`config.mk`:
```
export PLATFORM = sky130hd
export DESIGN_NAME = sevenseg_readback_flat
export DESIGN_NICKNAME = d
export VERILOG_FILES = /design/src/rtl/sevenseg_readback_if.sv /design/src/rtl/sevenseg_readback.sv /design/src/flat_wrapper.sv
export SDC_FILE = /design/constraint.sdc
export NUM_CORES = 1
export LEC_CHECK = 0
export BUFFER_PORTS_ARGS = -buffer_cell sky130_fd_sc_hd__buf_2
export CORE_MARGIN = 1
export CORE_UTILIZATION = 50
export DETAILED_ROUTE_END_ITERATION = 8
export HOLD_SLACK_MARGIN = 0.05
export PLACE_DENSITY = 0.7
export SETUP_SLACK_MARGIN = 0.4
export SKIP_LAST_GASP = 1
export SLEW_MARGIN = 20
export SYNTH_ARGS = -nofsm -noshare
export SYNTH_HDL_FRONTEND = slang
export SYNTH_SLANG_ARGS = --single-unit
```
`constraint.sdc`:
```
create_clock -name clk -period 3.4 [get_ports clk]
set_input_delay 0.17 -clock clk [delete_from_list [all_inputs] [get_ports clk]]
set_output_delay 0.17 -clock clk [all_outputs]
set_load 0.1 [all_outputs]
```
`src/rtl/sevenseg_readback_if.sv`:
```
// Event channel from the seven-segment readback checker: one decoded digit change per transfer.
interface sevenseg_readback_if #(
    parameter int unsigned IDXW = 2
);
    logic            out_valid;
    logic            out_ready;
    logic [IDXW-1:0] out_digit;
    logic [3:0]      out_code;
    logic            out_err;

    modport master (
        output out_valid, out_digit, out_code, out_err,
        input  out_ready
    );

    modport slave (
        input  out_valid, out_digit, out_code, out_err,
        output out_ready
    );
endinterface

```
`src/rtl/sevenseg_readback.sv`:
```
// Watches a multiplexed common-anode seven-segment bus and reports each digit whose
// stable glyph differs from the last one seen, via a single-entry valid/ready buffer.
module sevenseg_readback #(
    parameter int unsigned NUM_DIGITS    = 4,
    parameter int unsigned STABLE_CYCLES = 4,
    parameter logic [6:0]  GLYPH_MASK    = 7'b0000000,
    localparam int unsigned IDXW = (NUM_DIGITS > 1) ? $clog2(NUM_DIGITS) : 1
) (
    input  logic                  clk,
    input  logic                  rst_n,
    input  logic [6:0]            seg_n,
    input  logic [NUM_DIGITS-1:0] an_n,
    sevenseg_readback_if.master   out_if,
    output logic                  overflow,
    input  logic                  clr_ovf
);

    localparam int unsigned CNTW   = $clog2(STABLE_CYCLES + 1);
    localparam logic [CNTW-1:0] STABLE = CNTW'(STABLE_CYCLES);
    localparam logic [6:0] GLYPH4  = 7'b0110011 ^ GLYPH_MASK;

    typedef enum logic [1:0] {
        IDLE,
        SETTLE,
        HELD
    } state_t;

    state_t                state_q, state_d;
    logic [NUM_DIGITS-1:0] s_an_q, s_an_d;
    logic [6:0]            s_seg_q, s_seg_d;
    logic [CNTW-1:0]       cnt_q, cnt_d;
    logic [NUM_DIGITS-1:0] seen_q, seen_d;
    logic [3:0]            shadow_q [NUM_DIGITS];
    logic                  valid_q, valid_d;
    logic [IDXW-1:0]       digit_q, digit_d;
    logic [3:0]            code_q, code_d;
    logic                  ovf_q, ovf_d;

    logic                  an_ok;
    logic                  pins_same;
    logic [IDXW-1:0]       idx;
    logic [3:0]            dec_code;
    logic                  fire;
    logic                  load;

    // Priority order matters: a masked digit-4 glyph may alias a later entry.
    function automatic logic [3:0] decode(input logic [6:0] p);
        if      (p == 7'b1111110) return 4'h0;
        else if (p == 7'b0110000) return 4'h1;
        else if (p == 7'b1101101) return 4'h2;
        else if (p == 7'b1111001) return 4'h3;
        else if (p == GLYPH4)     return 4'h4;
        else if (p == 7'b1011011) return 4'h5;
        else if (p == 7'b1011111) return 4'h6;
        else if (p == 7'b1110000) return 4'h7;
        else if (p == 7'b1111111) return 4'h8;
        else if (p == 7'b1111011) return 4'h9;
        else if (p == 7'b1001111) return 4'hC;
        else if (p == 7'b0000101) return 4'hD;
        else if (p == 7'b0000000) return 4'hE;
        else                      return 4'hF;
    endfunction

    always_comb begin
        an_ok     = $onehot(~an_n);
        pins_same = (an_n == s_an_q) && (seg_n == s_seg_q);
        dec_code  = decode(~s_seg_q);
        idx       = '0;
        for (int unsigned i = 0; i < NUM_DIGITS; i++) begin
            if (!s_an_q[i]) idx = i[IDXW-1:0];
        end
    end

    always_comb begin
        s_an_d  = an_n;
        s_seg_d = seg_n;
        cnt_d   = cnt_q;
        state_d = state_q;
        fire    = 1'b0;
        if (!an_ok) begin
            cnt_d   = '0;
            state_d = IDLE;
        end else if (!pins_same) begin
            cnt_d   = '0;
            state_d = SETTLE;
        end else begin
            if (cnt_q != STABLE) cnt_d = cnt_q + 1'b1;
            // One decision per stable period: HELD blocks re-reporting until pins move.
            if (state_q != HELD && cnt_d == STABLE) begin
                state_d = HELD;
                fire    = !seen_q[idx] || (shadow_q[idx] != dec_code);
            end
        end
    end

    always_comb begin
        load    = fire && (!valid_q || out_if.out_ready);
        valid_d = load ? 1'b1 : (out_if.out_ready ? 1'b0 : valid_q);
        digit_d = load ? idx : digit_q;
        code_d  = load ? dec_code : code_q;
        ovf_d   = (fire && !load) ? 1'b1 : (clr_ovf ? 1'b0 : ovf_q);
        seen_d  = seen_q;
        if (fire) seen_d[idx] = 1'b1;
    end

    always_ff @(posedge clk) begin
        if (!rst_n) begin
            state_q <= IDLE;
            s_an_q  <= '1;
            s_seg_q <= '1;
            cnt_q   <= '0;
            seen_q  <= '0;
            valid_q <= 1'b0;
            digit_q <= '0;
            code_q  <= '0;
            ovf_q   <= 1'b0;
        end else begin
            state_q <= state_d;
            s_an_q  <= s_an_d;
            s_seg_q <= s_seg_d;
            cnt_q   <= cnt_d;
            seen_q  <= seen_d;
            valid_q <= valid_d;
            digit_q <= digit_d;
            code_q  <= code_d;
            ovf_q   <= ovf_d;
        end
    end

    // Shadow contents are only meaningful once seen_q marks them, so no reset is needed.
    always_ff @(posedge clk) begin
        if (fire) shadow_q[idx] <= dec_code;
    end

    assign out_if.out_valid = valid_q;
    assign out_if.out_digit = digit_q;
    assign out_if.out_code  = code_q;
    assign out_if.out_err   = (code_q == 4'hF);
    assign overflow         = ovf_q;

endmodule

```
`src/flat_wrapper.sv`:
```
// flat-port wrapper written by rule: the top's interface ports become plain ports
module sevenseg_readback_flat 
#(
    parameter int unsigned NUM_DIGITS    = 4,
    parameter int unsigned STABLE_CYCLES = 4,
    parameter logic [6:0]  GLYPH_MASK    = 7'b0000000,
    localparam int unsigned IDXW = (NUM_DIGITS > 1) ? $clog2(NUM_DIGITS) : 1
)
  (clk, rst_n, seg_n, an_n, overflow, clr_ovf, out_if_out_valid, out_if_out_digit, out_if_out_code, out_if_out_err, out_if_out_ready);
  sevenseg_readback_if #(.IDXW(2)) out_if_i ();
  input  logic clk;
  input  logic rst_n;
  input  logic [6:0] seg_n;
  input  logic [NUM_DIGITS-1:0] an_n;
  output logic overflow;
  input  logic clr_ovf;
  output wire logic [$bits(out_if_i.out_valid)-1:0] out_if_out_valid;
  output wire logic [$bits(out_if_i.out_digit)-1:0] out_if_out_digit;
  output wire logic [$bits(out_if_i.out_code)-1:0] out_if_out_code;
  output wire logic [$bits(out_if_i.out_err)-1:0] out_if_out_err;
  input wire logic [$bits(out_if_i.out_ready)-1:0] out_if_out_ready;
  assign out_if_out_valid = out_if_i.out_valid;
  assign out_if_out_digit = out_if_i.out_digit;
  assign out_if_out_code = out_if_i.out_code;
  assign out_if_out_err = out_if_i.out_err;
  assign out_if_i.out_ready = out_if_out_ready;
  sevenseg_readback #(.NUM_DIGITS(NUM_DIGITS), .STABLE_CYCLES(STABLE_CYCLES), .GLYPH_MASK(GLYPH_MASK)) u_core (.clk(clk), .rst_n(rst_n), .seg_n(seg_n), .an_n(an_n), .out_if(out_if_i), .overflow(overflow), .clr_ovf(clr_ovf));
endmodule
```
==> key figures <==
Run
  • Max Cap Viol: 0

Yosys
  • Count leader, synth: dfxtp_1
  • Synth Register Bits: 44
  • Top-area cell type share of the netlist area: 0.248
  • Synth area leaders: dfxtp_1, edfxtp_1, xnor2_1
  • Number of synthesized flops with an enable pin: 16
  • Synth warn: 0
  • Cell area after synthesis: 2260 sq um
  • Dominant synthesized flop cell: dfxtp_1
  • Syn_area_per_cell: 9.72 sq um
  • Post-synthesis sequential area ratio: 0.461
  • Asr flop ratio synth: 0
  • Adder-Cell Fraction of Synth Area: 0.0366
  • Portion of netlist area occupied by mux cells: 0.0532
  • Mapped Nets: 253
  • Cells after synthesis: 232
  • Largest area contributor in the netlist: dfxtp_1
  • Largest family of logic cells by synthesized area: simple AND/OR/NAND/NOR gates
  • Library cells used by synthesis: 43
  • Synth Area in Compound Gates: 0.112
  • Post-Synth XOR/XNOR Area: 0.0660
  • Post-Synth Simple-Gate Area: 0.220
  • Post-synth top cells: dfxtp_1, nand2_1, edfxtp_1, nor2_1, xnor2_1

Worst hold path
  • Hold crit path type: in2reg

Finish
  • Nets: 272
  • Layout cells sized above 1: 0.183
  • Antenna cells: 0
  • Area grow syn2layout: 12.4%

CTS
  • Clock Latency Late Sink: 0.30 ns
  • Post-CTS Hold Buffers: 0
  • CTS root buffer: clkbuf_8
  • H-tree depth: 2
  • CTS tree: built
  • Clk slew on worst S/H paths: 0.08 ns
  • Clock Path Buffers: 2
  • Clk sinks: 44
  • CTS Buf Count: 5

STA
  • Worst Skew: 0.00668 ns
  • Final Hold Fails: 0
  • Final period utilization: 0.844
  • Final Setup Violations: 0
  • Final min period: 2.87 ns
  • Relative slew slack: 0.626
  • TNS Setup: 0 ns
  • Worst-margin pin slew: 0.560 ns
  • Max Fclk: 0.348 GHz
  • Slew Viols, Final: 0
  • Unrepaired setup endpoints after global routing: false

Pwr
  • Worst VDD drop: 0.000237 V
  • Total Power: 0.00106 W
  • Power Dens Cells: 417 nW/um^2
  • Static leakage: 0.991 nW

Place
  • Dpl hpwl: 2.97 mm
  • I/O Buffers: 23
  • Routability cong.: 0.863

Drt
  • Mean routed wirelength per cell: 13.8 microns
  • DR pass1 iterations: 4
  • Vias: 1676
  • DR vias/cell: 5.51
  • Final WL: 4.18 mm
  • ANT nets after route: 0
  • Drt drc: 0
  • Number of DRC markers in iteration 0: 91

Global routing
  • Total GRT Usage: 0.184
  • Remaining Overflow, GRT: 0
  • First-pass GRT wire length: 6.96 mm
  • Vias in the first global route: 1482
  • Initial antenna violation count: 0
  • Largest net degree at the start of global routing: 36

Critical path
  • Setup Crit Path Kind: reg2reg
  • Worst setup EP type: flip-flop
  • Cell Chain, Critical Path: or4_4 > a2111oi_4 > a21oi_1 > xor2_1 > nand3_1 > o2111ai_2 > nor3_4
  • CP arrival: 2.86 ns
  • WP data required: 3.39 ns
  • Critical path's largest stage delay: 0.58 ns
  • Slowest cell on the critical path: or4_4
  • Critical Path Start Type: flip-flop
  • Buf/Inv on CP: 0
  • Crit Path Max Fanout: 10
  • Top delay family on crit path: simple AND/OR/NAND/NOR gates

Floorplanning
  • Die ar.: 4780 sq um
  • # rows: 24
  • Core Area: 4350 sq um
  • Die H: 69.2 microns
  • IO Pins: 24
  • Chip Width: 69.2 microns
  • Initial Util: 0.518

Outcome
  • Outcome: complete, no violations
==> stage by stage <==
stage / hold slack (ns) / util / cell area, sq um / setup slack, ns / cells
2_1_floorplan: 0.270 / - / 2260 / 0.693 / 232
3_3_place_gp: 0.380 / 0.547 / 2380 / 0.458 / 294
3_5_place_dp: 0.383 / 0.547 / 2380 / 0.453 / 294
4_1_cts: 0.0713 / 0.572 / 2490 / 0.447 / 302
5_1_grt: 0.0764 / 0.582 / 2530 / 0.355 / 304
6_report: 0.0813 / 0.582 / 2530 / 0.530 / 304
==> metal layers <==
metal / part of all wire / GRT usage / wire length (microns)
met3: 0.058 / 0.0436 / 244
met2: 0.48 / 0.288 / 1990
met4: 0.0053 / 0.0748 / 22
met5: 0 / 0 / 0
met1: 0.46 / 0.246 / 1930
==> cell usage in the layout (no fill, tap or decap), types with 3 or more instances in the layout <==
| cell | count |
|---|---|
| nor2_1 | 13 |
| a21oi_1 | 7 |
| buf_2 | 23 |
| nand4_1 | 5 |
| inv_1 | 9 |
| a211oi_1 | 3 |
| mux2i_1 | 12 |
| nand3b_1 | 3 |
| nand2b_1 | 8 |
| and3_1 | 6 |
| nor2b_1 | 3 |
| dfxtp_1 | 28 |
| xnor2_1 | 14 |
| nor4_1 | 3 |
| xor2_1 | 3 |
| buf_4 | 5 |
| ha_1 | 5 |
| nand3_1 | 7 |
| edfxtp_1 | 16 |
| nand2_1 | 26 |
| o21ai_0 | 10 |
| nor3_1 | 4 |
| clkbuf_8 | 5 |
| nor2_2 | 3 |
==> state kept, by name, summed over array words and instances, names as in the netlist <==
name                     flops
u_core.cnt_q                 3
u_core.out_if.out_code       4
u_core.out_if.out_digit      2
u_core.out_if.out_valid      1
u_core.overflow              1
u_core.s_an_q                4
u_core.s_seg_q               7
u_core.seen_q                4
u_core.shadow_q             16
u_core.state_q               2
==> cells by family after synthesis <==
logic type,count (synthesis)
simple gates,92
flops,44
compound gates,35
buf+inv,26
xor+xnor,17
mux,12
fa+ha+maj,6
==> final timing paths <==
| check | start | end | slack (ns) | cells past startpoint |
|---|---|---|---|---|
| worst min register to register | u_core.out_if.out_digit[1]$_SDFFE_PN0P_ | u_core.out_if.out_digit[1]$_SDFFE_PN0P_ | 0.46 | 2 |
| worst min-delay path | seg_n[2] | u_core.s_seg_q[2]$_SDFF_PN1_ | 0.08 | 2 |
| worst max register to register | u_core.s_seg_q[6]$_SDFF_PN1_ | u_core.shadow_q[2][3]$_DFFE_PP_ | 0.53 | 7 |
| worst max-delay path | u_core.s_seg_q[6]$_SDFF_PN1_ | u_core.shadow_q[2][3]$_DFFE_PP_ | 0.53 | 7 |
==> repair_timing <==
item	CTS	global route
resized for setup	0	7
setup buffers	0	2
setup endpoints to repair	0	16
==> cell type report <==
class	count	area (sq um)
fill	385	1820
multi-input combinational	162	1130
sequential	44	1040
timing repair buffer	28	153
clock buffer	6	72.6
tap	52	65.1
inverter	10	37.5
clock inverter	2	35.0
==> report_power, final <==
group / total, W / switching [W] / internal [W]
logic: 0.0000952 / 0.0000505 / 0.0000447
clock network: 0.000393 / 0.000175 / 0.000218
registers: 0.000569 / 0.0000177 / 0.000551
Note: power is estimated with default switching activity, not from simulation.
